File: config.mk
export PLATFORM = sky130hd
export DESIGN_NAME = if_id_pipe_reg
export DESIGN_NICKNAME = d
export VERILOG_FILES = /design/src/rtl/if_id_pipe_reg_pkg.sv /design/src/rtl/if_id_pipe_reg_sat_counter.sv /design/src/rtl/if_id_pipe_reg.sv
export SDC_FILE = /design/constraint.sdc
export NUM_CORES = 1
export LEC_CHECK = 0
export BUFFER_PORTS_ARGS = -buffer_cell sky130_fd_sc_hd__buf_2
export CORE_ASPECT_RATIO = 0.8
export CORE_MARGIN = 2
export CORE_UTILIZATION = 38
export CTS_BUF_LIST = sky130_fd_sc_hd__clkbuf_8
export DETAILED_ROUTE_END_ITERATION = 10
export PLACE_DENSITY = 0.64
export SYNTH_ARGS = -nofsm -noshare
export SYNTH_HDL_FRONTEND = slang
export SYNTH_HIERARCHICAL = 1
export SYNTH_SLANG_ARGS = --single-unit
export TNS_END_PERCENT = 30
File: constraint.sdc
create_clock -name clk_i -period 2.1 [get_ports clk_i]
set_input_delay 0.42 -clock clk_i [delete_from_list [all_inputs] [get_ports clk_i]]
set_output_delay 0.42 -clock clk_i [all_outputs]
set_load 0.02 [all_outputs]
File: src/rtl/if_id_pipe_reg_pkg.sv
// ---------------------------------------------------------------------------
// if_id_pipe_reg_pkg
// Shared CPU constants used by the pipeline registers.
//   CPU_DATA_W    : datapath width (instruction and PC fields)
//   CPU_NOP_INSTR : bubble instruction (sll $0,$0,0), also used by the
//                   ID/EX flush logic
// ---------------------------------------------------------------------------
package if_id_pipe_reg_pkg;

    localparam int CPU_DATA_W = 32;

    localparam logic [CPU_DATA_W-1:0] CPU_NOP_INSTR = 32'h0000_0000;

endpackage

File: src/rtl/if_id_pipe_reg_sat_counter.sv
// ---------------------------------------------------------------------------
// sat_counter
// Event counter that saturates at all-ones instead of wrapping.
// Ports:
//   clk   : clock, rising-edge
//   rst   : asynchronous active-high reset, clears the count
//   inc   : count one event on this edge
//   clr   : synchronous clear, takes priority over inc
//   count : current count
// ---------------------------------------------------------------------------
module sat_counter #(
    parameter int CNT_W = 16
) (
    input  logic             clk,
    input  logic             rst,
    input  logic             inc,
    input  logic             clr,
    output logic [CNT_W-1:0] count
);

    logic [CNT_W-1:0] count_p1;

    // -- count register --
    always_ff @(posedge clk or posedge rst) begin
        if (rst) begin
            count_p1 <= '0;
        end else if (clr) begin
            count_p1 <= '0;
        end else if (inc && (count_p1 != {CNT_W{1'b1}})) begin
            count_p1 <= count_p1 + 1'b1;
        end
    end

    assign count = count_p1;

endmodule

File: src/rtl/if_id_pipe_reg.sv
// ---------------------------------------------------------------------------
// if_id_pipe_reg
// IF/ID pipeline register: captures the fetched instruction and its PC+4,
// holds on a load-use stall, inserts a bubble on a branch flush, and keeps
// saturating stall/flush event counters for performance debug.
// Ports:
//   clk_i       : clock, rising-edge
//   rst_i       : asynchronous active-high reset
//   IFIDwrite   : 0 = stall (hold pipeline fields)
//   flush_i     : replace captured instruction with a bubble (wins over stall)
//   valid_i     : fetch produced a real instruction
//   pc_plus4_i  : PC+4 from fetch
//   instr_i     : instruction from instruction memory
//   cnt_clr_i   : synchronous clear of both counters
//   pc_plus4_o  : registered PC+4
//   instr_o     : registered instruction (NOP whenever valid_o is 0)
//   valid_o     : decode-stage instruction is real
//   stall_cnt_o : cycles a valid instruction was held by a stall
//   flush_cnt_o : valid instructions discarded by a flush
// ---------------------------------------------------------------------------
module if_id_pipe_reg
    import if_id_pipe_reg_pkg::*;
#(
    parameter int                 DATA_W    = CPU_DATA_W,
    parameter logic [DATA_W-1:0]  NOP_INSTR = CPU_NOP_INSTR,
    parameter int                 CNT_W     = 16
) (
    input  logic              clk_i,
    input  logic              rst_i,
    input  logic              IFIDwrite,
    input  logic              flush_i,
    input  logic              valid_i,
    input  logic [DATA_W-1:0] pc_plus4_i,
    input  logic [DATA_W-1:0] instr_i,
    input  logic              cnt_clr_i,
    output logic [DATA_W-1:0] pc_plus4_o,
    output logic [DATA_W-1:0] instr_o,
    output logic              valid_o,
    output logic [CNT_W-1:0]  stall_cnt_o,
    output logic [CNT_W-1:0]  flush_cnt_o
);

    logic [DATA_W-1:0] pc_plus4_p1;
    logic [DATA_W-1:0] instr_p1;
    logic              vld_p1;

    logic stall_event;
    logic flush_event;

    // -- IF -> ID register --
    // Flush loads the new PC+4 even when the hazard unit asks for a stall,
    // so the bubble carries a coherent PC.
    always_ff @(posedge clk_i or posedge rst_i) begin
        if (rst_i) begin
            pc_plus4_p1 <= '0;
            instr_p1    <= NOP_INSTR;
            vld_p1      <= 1'b0;
        end else if (flush_i) begin
            pc_plus4_p1 <= pc_plus4_i;
            instr_p1    <= NOP_INSTR;
            vld_p1      <= 1'b0;
        end else if (IFIDwrite) begin
            pc_plus4_p1 <= pc_plus4_i;
            vld_p1      <= valid_i;
            instr_p1    <= valid_i ? instr_i : NOP_INSTR;
        end
    end

    assign pc_plus4_o = pc_plus4_p1;
    assign instr_o    = instr_p1;
    assign valid_o    = vld_p1;

    // Only real instructions count; holding or discarding a bubble is free.
    assign stall_event = !flush_i && !IFIDwrite && vld_p1;
    assign flush_event = flush_i && vld_p1;

    sat_counter #(
        .CNT_W (CNT_W)
    ) u_stall_cnt (
        .clk   (clk_i),
        .rst   (rst_i),
        .inc   (stall_event),
        .clr   (cnt_clr_i),
        .count (stall_cnt_o)
    );

    sat_counter #(
        .CNT_W (CNT_W)
    ) u_flush_cnt (
        .clk   (clk_i),
        .rst   (rst_i),
        .inc   (flush_event),
        .clr   (cnt_clr_i),
        .count (flush_cnt_o)
    );

endmodule

==> results.sh, run 1 <==
export IMPL_synthAdderAreaFrac=0.00574
export IMPL_period_minus_slack_ns=1.94
export IMPL_grt_overflow_total=0
export IMPL_hp_class="input port to asynchronous set/reset pin"
export IMPL_reg2reg_depth=5
export IMPL_reg2reg_to="u_stall_cnt/count[12]"
export IMPL_p_leak_nw=2.63
export IMPL_crit_arrival_ns=2.22
export IMPL_yosys_top_cells_count="97 x dfrtp_1, 35 x a21oi_1, 32 x mux2_1"
export IMPL_reg2reg_slack_ns=0.16
export IMPL_numCtsBuffers=9
export IMPL_synth_edf_count=0
export IMPL_crit_fanout=8
export IMPL_clock_root_buffer="clkbuf_8"
export IMPL_hold_ws_ns=0.159
export IMPL_postCtsHoldBufs=0
export IMPL_fin_worst_skew_ns=0.00619
export IMPL_yosysMostFrequentCell="dfrtp_1"
export IMPL_drt_iter0_drc=289
export IMPL_grt_setup_unrepaired="no"
export IMPL_maxSlewHeadroom=0.557
export IMPL_gp_congestion=0.849
export IMPL_synth_xor_area_frac=0
export IMPL_clock_latency_ns=0.36
export IMPL_io_pins=167
export IMPL_chipWidth_um=124
export IMPL_finalSetupViolations=0
export IMPL_crit_slowest_cell="dfrtp_1"
export IMPL_drive_above_1_share=0.383
export IMPL_fin_nets=617
export IMPL_worst_ir_drop_vdd_uv=495
export IMPL_synthMuxAreaShare=0.0999
export IMPL_routedWlPerCell_um=16.4
export IMPL_drtPass1Iterations=4
export IMPL_setup_worst_path_start_class="register"
export IMPL_yosys_warnings=6
export IMPL_dieHeight_um=99.8
export IMPL_max_freq_mhz=516
export IMPL_cp_depth=5
export IMPL_p_sw_mw=0.928
export IMPL_seq_area_frac_synth=0.557
export IMPL_crit_start="u_stall_cnt/count[1]"
export IMPL_postSynthAreaPerCell_um2=11.7
export IMPL_fp_dieArea_um2=12300
export IMPL_drc=0
export IMPL_design_area_um2=5570
export IMPL_synth_area_um2=4360
export IMPL_slew_violations=0
export IMPL_internal_power_mw=2.72
export IMPL_pwr_share_seq=0.544
export IMPL_path_clk_slew_ns=0.09
export IMPL_grt_pass1_vias=3681
export IMPL_crit_chain="ha_1, nand3_1, or4_1, or3_1, a21oi_1"
export IMPL_endpoint_kind="register"
export IMPL_worstMarginPinSlew_ns=0.663
export IMPL_cts_tree="done"
export IMPL_clock_sinks=97
export IMPL_finalHoldViolCount=0
export IMPL_reg2reg_from="u_stall_cnt/count[1]"
export IMPL_synthFlopType="dfrtp_1"
export IMPL_post_cts_setup_buffers=0
export IMPL_synthCells=374
export IMPL_synth_top_area_cell="dfrtp_1"
export IMPL_synth_compound_area_frac=0.128
export IMPL_wl_um=11300
export IMPL_path_delay_family="simple AND/OR/NAND/NOR gates"
export IMPL_synth_cell_type_count=34
export IMPL_comb_power_share=0.123
export IMPL_cp_required_ns=2.39
export IMPL_status="complete, no violations"
export IMPL_crit_buf_inv=0
export IMPL_dp_hpwl_um=8370
export IMPL_async_flop_share=1.00
export IMPL_rows=34
export IMPL_path_class="register to register"
export IMPL_grt_usage=0.192
export IMPL_antenna_left=0
export IMPL_synth_top_family_by_area="simple AND/OR/NAND/NOR gates"
export IMPL_grt_pass1_wl_um=18500
export IMPL_period_share=0.922
export IMPL_syn_nets=446
export IMPL_core_um2=11000
export IMPL_avgViaCountPerCell=5.42
export IMPL_slowest_delay_ns=0.49
export IMPL_switching_share=0.255
export IMPL_synth_top_cells_by_area="dfrtp_1 56%, mux2_1 8.3%, a32o_1 4.8%"
export IMPL_diodes=0
export IMPL_power_total_mw=3.65
export IMPL_grt_max_degree=54
export IMPL_final_util=0.506
export IMPL_power_density_nw_per_um2=655
export IMPL_synth_simple_area_share=0.176
export IMPL_htreeDepth=3
export IMPL_crit_end="u_stall_cnt/count[12]"
export IMPL_antenna_found_initial=1
export IMPL_synth_top_cell_area_share=0.557
export IMPL_cts_max_path_buffers=2
export IMPL_clockPowerShare=0.333
export IMPL_post_dp_cell_area_um2=5370
export IMPL_dr_total_vias=3759
export IMPL_initial_core_util=0.396
export IMPL_area_delta_synth_final_pct=27.8
export IMPL_ys_seq_elements=97
export IMPL_portBuffers=166
export IMPL_ctsResizeCount=0
export IMPL_timing_max_cap_violations=0
-- state kept, by name (all words and copies together) (netlist names) --
signal,count
u_stall_cnt/count,16
valid_o,1
pc_plus4_o,32
instr_o,32
u_flush_cnt/count,16
-- final cells by class --
class,count,area (um2)
Tap cell,144,180
Sequential cell,97,2430
Fill cell,1015,5450
Inverter,7,26.3
Clock inverter,4,45.0
Clock buffer,11,151
Multi-Input combinational cell,248,1790
Timing Repair Buffer,182,951
-- per-layer routing --
layer,global-route usage,routed length (um),part of all wire
met5,0,0,0
met4,0.0612,172,0.015
met3,0.0682,950,0.084
met2,0.292,5320,0.47
met1,0.257,4900,0.43
-- tightest hold or removal path: cells and delay by family --
family / cells / cell delay [ns]
buf+inv: 3 / 0.50
-- per-stage QoR --
stage                     TNS, ns  std cells  worst slack, ns
after floorplan            -0.706        374           -0.264
after global placement          0        678           0.0308
after detailed placement  -0.0114        678          -0.0114
after CTS                       0        693            0.186
after global routing            0        693           0.0563
final                           0        693            0.163
-- cell usage in the layout, fill, tap and decap left out, drive strengths merged --
master	n
buf	182
dfrtp	97
mux2	36
a21oi	35
nand3	25
a32o	21
or4	16
nand2b	15
or3	14
nand2	12
clkbuf	11
o21ai	10
o31ai	10
nand4	10
inv	9
nor3	8
nor2	8
nor2b	7
nor4	6
o41ai	4
mux2i	3
and2	2
and4	2
a31oi	2
ha	2
bufinv	1
clkinvlp	1
-- how the worst min path moves through the flow --
stage | end | startpoint | depth (start not counted)
2_1_floorplan | u_flush_cnt/count[0] | rst_i | 1
3_3_place_gp | pc_plus4_o[2] | pc_plus4_o[2] | 1
4_1_cts | pc_plus4_o[2] | rst_i | 3
3_5_place_dp | instr_o[12] | instr_o[12] | 1
6_report | pc_plus4_o[6] | rst_i | 3
5_1_grt | pc_plus4_o[6] | rst_i | 3
-- power groups by stage --
stage / registers [mW] / clock network [mW] / logic, mW
finish: 1.99 / 1.21 / 0.449
global route: 2.00 / 1.33 / 0.489
CTS: 1.99 / 1.25 / 0.457
detailed placement: 2.02 / 0 / 0.457
global placement: 2.02 / 0 / 0.448
floorplan: 2.12 / 0 / 0.164
-- cells by family after synthesis --
group / after synthesis
AOI/OAI and AO/OA: 82
adders and majority gates: 2
buffers and inverters: 29
DFF: 97
muxes: 39
and+or+nand+nor: 125
Note: power is estimated with default switching activity, not from simulation.
==> inputs of run 2 (changes only) <==
--- a/config.mk
+++ b/config.mk
@@ -6,7 +6,6 @@
 export NUM_CORES = 1
 export LEC_CHECK = 0
 export BUFFER_PORTS_ARGS = -buffer_cell sky130_fd_sc_hd__buf_2
-export CORE_ASPECT_RATIO = 0.8
 export CORE_MARGIN = 2
 export CORE_UTILIZATION = 38
 export CTS_BUF_LIST = sky130_fd_sc_hd__clkbuf_8
==> results.sh, run 2 (synthesis results as in run 1) <==
export IMPL_setup_tns_ns=0
export IMPL_max_freq_mhz=523
export IMPL_comb_power_share=0.115
export IMPL_maxSlewHeadroom=0.566
export IMPL_clockPowerShare=0.377
export IMPL_grt_usage=0.181
export IMPL_dr_total_vias=3742
export IMPL_grt_max_degree=54
export IMPL_chipWidth_um=111
export IMPL_fp_dieArea_um2=12300
export IMPL_final_common_cell="buf_2"
export IMPL_hold_ws_ns=0.108
export IMPL_numCtsBuffers=9
export IMPL_fin_worst_skew_ns=0.0115
export IMPL_wl_um=11100
export IMPL_p_leak_nw=2.67
export IMPL_worstMarginPinSlew_ns=0.650
export IMPL_area_delta_synth_final_pct=29.4
export IMPL_power_total_mw=3.91
export IMPL_postCtsHoldBufs=0
export IMPL_path_clk_slew_ns=0.10
export IMPL_hp_class="input port to asynchronous set/reset pin"
export IMPL_wl_met1_um=4700
export IMPL_htreeDepth=3
export IMPL_drtPass1Iterations=4
export IMPL_drive_above_1_share=0.388
export IMPL_gp_congestion=0.822
export IMPL_internal_power_mw=2.95
export IMPL_antenna_left=0
export IMPL_period_minus_slack_ns=1.91
export IMPL_core_um2=11300
export IMPL_path_class="register to register"
export IMPL_cp_required_ns=2.39
export IMPL_rows=39
export IMPL_io_pins=167
export IMPL_routedWlPerCell_um=16.1
export IMPL_reg2reg_from="u_flush_cnt/count[2]"
export IMPL_drc=0
export IMPL_clock_latency_ns=0.36
export IMPL_reg2reg_to="u_flush_cnt/count[13]"
export IMPL_ctsResizeCount=0
export IMPL_dp_hpwl_um=8210
export IMPL_grt_setup_unrepaired="no"
export IMPL_routed_top_layer="met4"
export IMPL_clock_sinks=97
export IMPL_initial_core_util=0.385
export IMPL_cts_max_path_buffers=2
export IMPL_pwr_share_seq=0.508
export IMPL_finalSetupViolations=0
export IMPL_status="complete, no violations"
export IMPL_finalHoldViolCount=0
export IMPL_cts_tree="done"
export IMPL_grt_overflow_total=0
export IMPL_crit_arrival_ns=2.20
export IMPL_grt_pass1_vias=3780
export IMPL_reg2reg_slack_ns=0.19
export IMPL_antenna_found_initial=0
export IMPL_crit_fanout=8
export IMPL_slew_violations=0
export IMPL_dieHeight_um=111
export IMPL_diodes=0
export IMPL_wl_met2_um=5440
export IMPL_setup_worst_path_start_class="register"
export IMPL_most_common_layout_cells="166 x buf_2, 97 x dfrtp_1, 35 x a21oi_1"
export IMPL_fin_nets=618
export IMPL_grt_pass1_wl_um=18400
export IMPL_clock_root_buffer="clkbuf_8"
export IMPL_period_share=0.910
export IMPL_post_cts_setup_buffers=0
export IMPL_endpoint_kind="register"
export IMPL_avgViaCountPerCell=5.39
export IMPL_timing_max_cap_violations=0
export IMPL_wl_met3_um=905
export IMPL_switching_share=0.246
export IMPL_reg2reg_depth=4
export IMPL_portBuffers=166
export IMPL_worst_ir_drop_vdd_uv=385
export IMPL_p_sw_mw=0.960
export IMPL_drt_iter0_drc=207
export IMPL_power_density_nw_per_um2=692
## run 2: final cells by class
type | instances | area, um2
fillers | 1064 | 5680
flip-flops and latches | 97 | 2430
multi-input cells | 248 | 1790
repair buffers | 183 | 971
well taps | 143 | 179
clock buffers | 10 | 138
clock inverters | 6 | 113
inverters | 7 | 26.3
## run 2: power groups by stage
stage	registers [mW]	clock network, mW	logic (mW)
5_1_grt	2.00	1.60	0.492
2_1_floorplan	2.12	0	0.164
6_report	1.98	1.47	0.451
4_1_cts	1.99	1.53	0.460
3_5_place_dp	2.02	0	0.459
3_3_place_gp	2.02	0	0.451
## run 2: layer usage
metal / global-route usage / up-vias
li1: - / 1754
met1: 0.224 / 1857
met2: 0.306 / 123
met3: 0.0662 / 8
met4: 0.0420 / 0
met5: 0 / -
## run 2: worst max-delay path, cell delays in order (launching register included)
cell and delay (ns):
dfrtp_1 0.47, nand4_1 0.23, or4_4 0.57, or4_1 0.41
a21oi_1 0.15
## run 2: worst max-delay path by stage
stage / from / end / slack [ns] / cells past startpoint
3_5_place_dp: IFIDwrite / u_stall_cnt/count[12] / 0.004 / 8
4_1_cts: u_flush_cnt/count[2] / u_flush_cnt/count[13] / 0.19 / 4
5_1_grt: u_flush_cnt/count[2] / u_flush_cnt/count[13] / 0.07 / 4
3_3_place_gp: IFIDwrite / u_stall_cnt/count[12] / 0.006 / 8
2_1_floorplan: IFIDwrite / u_stall_cnt/count[13] / -0.26 / 9
6_report: u_flush_cnt/count[2] / u_flush_cnt/count[13] / 0.19 / 4
## run 2: per-stage QoR
step                      area (um2)  setup slack [ns]   util  cells
final                           5640             0.188  0.498    694
after global routing            5640            0.0691  0.498    694
after CTS                       5640             0.190  0.498    694
after detailed placement        5390           0.00356  0.476    678
after global placement          5390           0.00581  0.476    678
after floorplan                 4370            -0.264      -    374
==> inputs of run 3 (changes only) <==
==> constraint.sdc (replaced) <==
create_clock -name clk_i -period 2.1 [get_ports clk_i]
set_input_delay 0.42 -clock clk_i [delete_from_list [all_inputs] [get_ports clk_i]]
set_output_delay 0.42 -clock clk_i [all_outputs]
set_load 0.05 [all_outputs]
==> results.sh, run 3 (synthesis results as in run 1) <==
export IMPL_crit_chain="nand4_1, or4_4, or4_1, a21oi_1"
export IMPL_htreeDepth=3
export IMPL_timing_max_cap_violations=0
export IMPL_wl_met3_um=988
export IMPL_antenna_found_initial=1
export IMPL_status="complete, no violations"
export IMPL_fp_dieArea_um2=12300
export IMPL_cts_max_path_buffers=2
export IMPL_slowest_delay_ns=0.57
export IMPL_gp_congestion=0.813
export IMPL_wl_met1_um=4390
export IMPL_grt_setup_unrepaired="no"
export IMPL_slew_violations=0
export IMPL_grt_overflow_total=0
export IMPL_dr_total_vias=3737
export IMPL_period_share=0.894
export IMPL_crit_fanout=8
export IMPL_cp_required_ns=2.39
export IMPL_dp_hpwl_um=8060
export IMPL_most_common_layout_cells="166 x buf_2, 97 x dfrtp_1, 35 x a21oi_1"
export IMPL_hp_class="input port to asynchronous set/reset pin"
export IMPL_clock_root_buffer="clkbuf_8"
export IMPL_grt_usage=0.179
export IMPL_path_clk_slew_ns=0.09
export IMPL_wl_met2_um=5420
export IMPL_place_inst=675
export IMPL_worst_ir_drop_vdd_uv=456
export IMPL_portBuffers=166
export IMPL_clock_sinks=97
export IMPL_finalSetupViolations=0
export IMPL_chipWidth_um=111
export IMPL_setup_tns_ns=0
export IMPL_wl_um=11000
export IMPL_endpoint_kind="register"
export IMPL_routedWlPerCell_um=15.9
export IMPL_worstMarginPinSlew_ns=0.644
export IMPL_rows=39
export IMPL_max_freq_mhz=533
export IMPL_drive_above_1_share=0.385
export IMPL_drtPass1Iterations=4
export IMPL_final_common_cell="buf_2"
export IMPL_grt_pass1_wl_um=18000
export IMPL_crit_arrival_ns=2.17
export IMPL_dieHeight_um=111
export IMPL_crit_slowest_cell="or4_4"
export IMPL_fin_worst_skew_ns=0.00976
export IMPL_maxSlewHeadroom=0.570
export IMPL_routed_top_layer="met5"
export IMPL_antenna_left=0
export IMPL_core_um2=11300
export IMPL_path_class="register to register"
export IMPL_fin_nets=615
export IMPL_drc=0
export IMPL_cts_tree="done"
export IMPL_fin_cells=692
export IMPL_avgViaCountPerCell=5.40
export IMPL_post_cts_setup_buffers=0
export IMPL_setup_worst_path_start_class="register"
export IMPL_postCtsHoldBufs=0
export IMPL_grt_pass1_vias=3620
export IMPL_numCtsBuffers=9
export IMPL_initial_core_util=0.385
export IMPL_finalHoldViolCount=0
export IMPL_grt_max_degree=54
export IMPL_area_delta_synth_final_pct=28.4
export IMPL_power_density_nw_per_um2=697
export IMPL_period_minus_slack_ns=1.88
export IMPL_io_pins=167
export IMPL_p_leak_nw=2.64
export IMPL_ctsResizeCount=0
export IMPL_clock_latency_ns=0.36
export IMPL_drt_iter0_drc=162
==> run 3: cell count changes in the layout (fill, tap and decap cells not counted), sizes merged <==
| cell | change |
|---|---|
| bufinv | -2 |
| diode | +1 |
| clkbuf | +2 |
| buf | -3 |
==> run 3: final timing paths <==
path	start	to	slack, ns	cells past startpoint
setup / recovery	u_flush_cnt/count[2]	u_flush_cnt/count[13]	0.22	4
hold / removal	rst_i	pc_plus4_o[14]	0.08	2
setup reg to reg	u_flush_cnt/count[2]	u_flush_cnt/count[13]	0.22	4
hold reg to reg	pc_plus4_o[27]	pc_plus4_o[27]	0.49	1
max in group asynchronous	rst_i	instr_o[11]	1.48	3
min in group clk_i	pc_plus4_i[14]	pc_plus4_o[14]	0.26	2
==> run 3: area by class of cell <==
cell class | count | area, um2
Fill cell | 1078 | 5720
Sequential cell | 97 | 2430
Multi-Input combinational cell | 248 | 1800
Timing Repair Buffer | 180 | 948
Tap cell | 143 | 179
Clock buffer | 12 | 165
Clock inverter | 4 | 51.3
Inverter | 7 | 26.3
Antenna cell | 1 | 2.50
==> run 3: critical path: cells and delay by family (launching register included) <==
kind / cells / cell delay (ns)
AO/OA/AOI/OAI: 1 / 0.15
flip-flops: 1 / 0.46
AND/OR/NAND/NOR: 3 / 1.20
==> run 3: metal layers <==
| metal | GRT usage | vias to the layer above |
|---|---|---|
| li1 | - | 1758 |
| met1 | 0.219 | 1827 |
| met2 | 0.290 | 134 |
| met3 | 0.0656 | 16 |
| met4 | 0.0708 | 2 |
| met5 | 0 | - |
==> run 3: through the flow <==
stage	setup WS (ns)	instance area, um2	hold slack (ns)	util	power [mW]
floorplan	-0.207	4400	0.334	-	2.46
global placement	0.0889	5380	0.468	0.475	2.65
detailed placement	0.0739	5380	0.476	0.475	2.66
CTS	0.222	5600	0.0802	0.494	3.97
global route	0.0855	5600	0.105	0.494	4.08
finish	0.223	5600	0.0798	0.495	3.90
==> run 3: report_power, final <==
| part | switching [mW] | total (mW) | internal [mW] |
|---|---|---|---|
| logic | 0.457 | 0.631 | 0.175 |
| clock network | 0.637 | 1.29 | 0.649 |
| registers | 0.0399 | 1.98 | 1.94 |
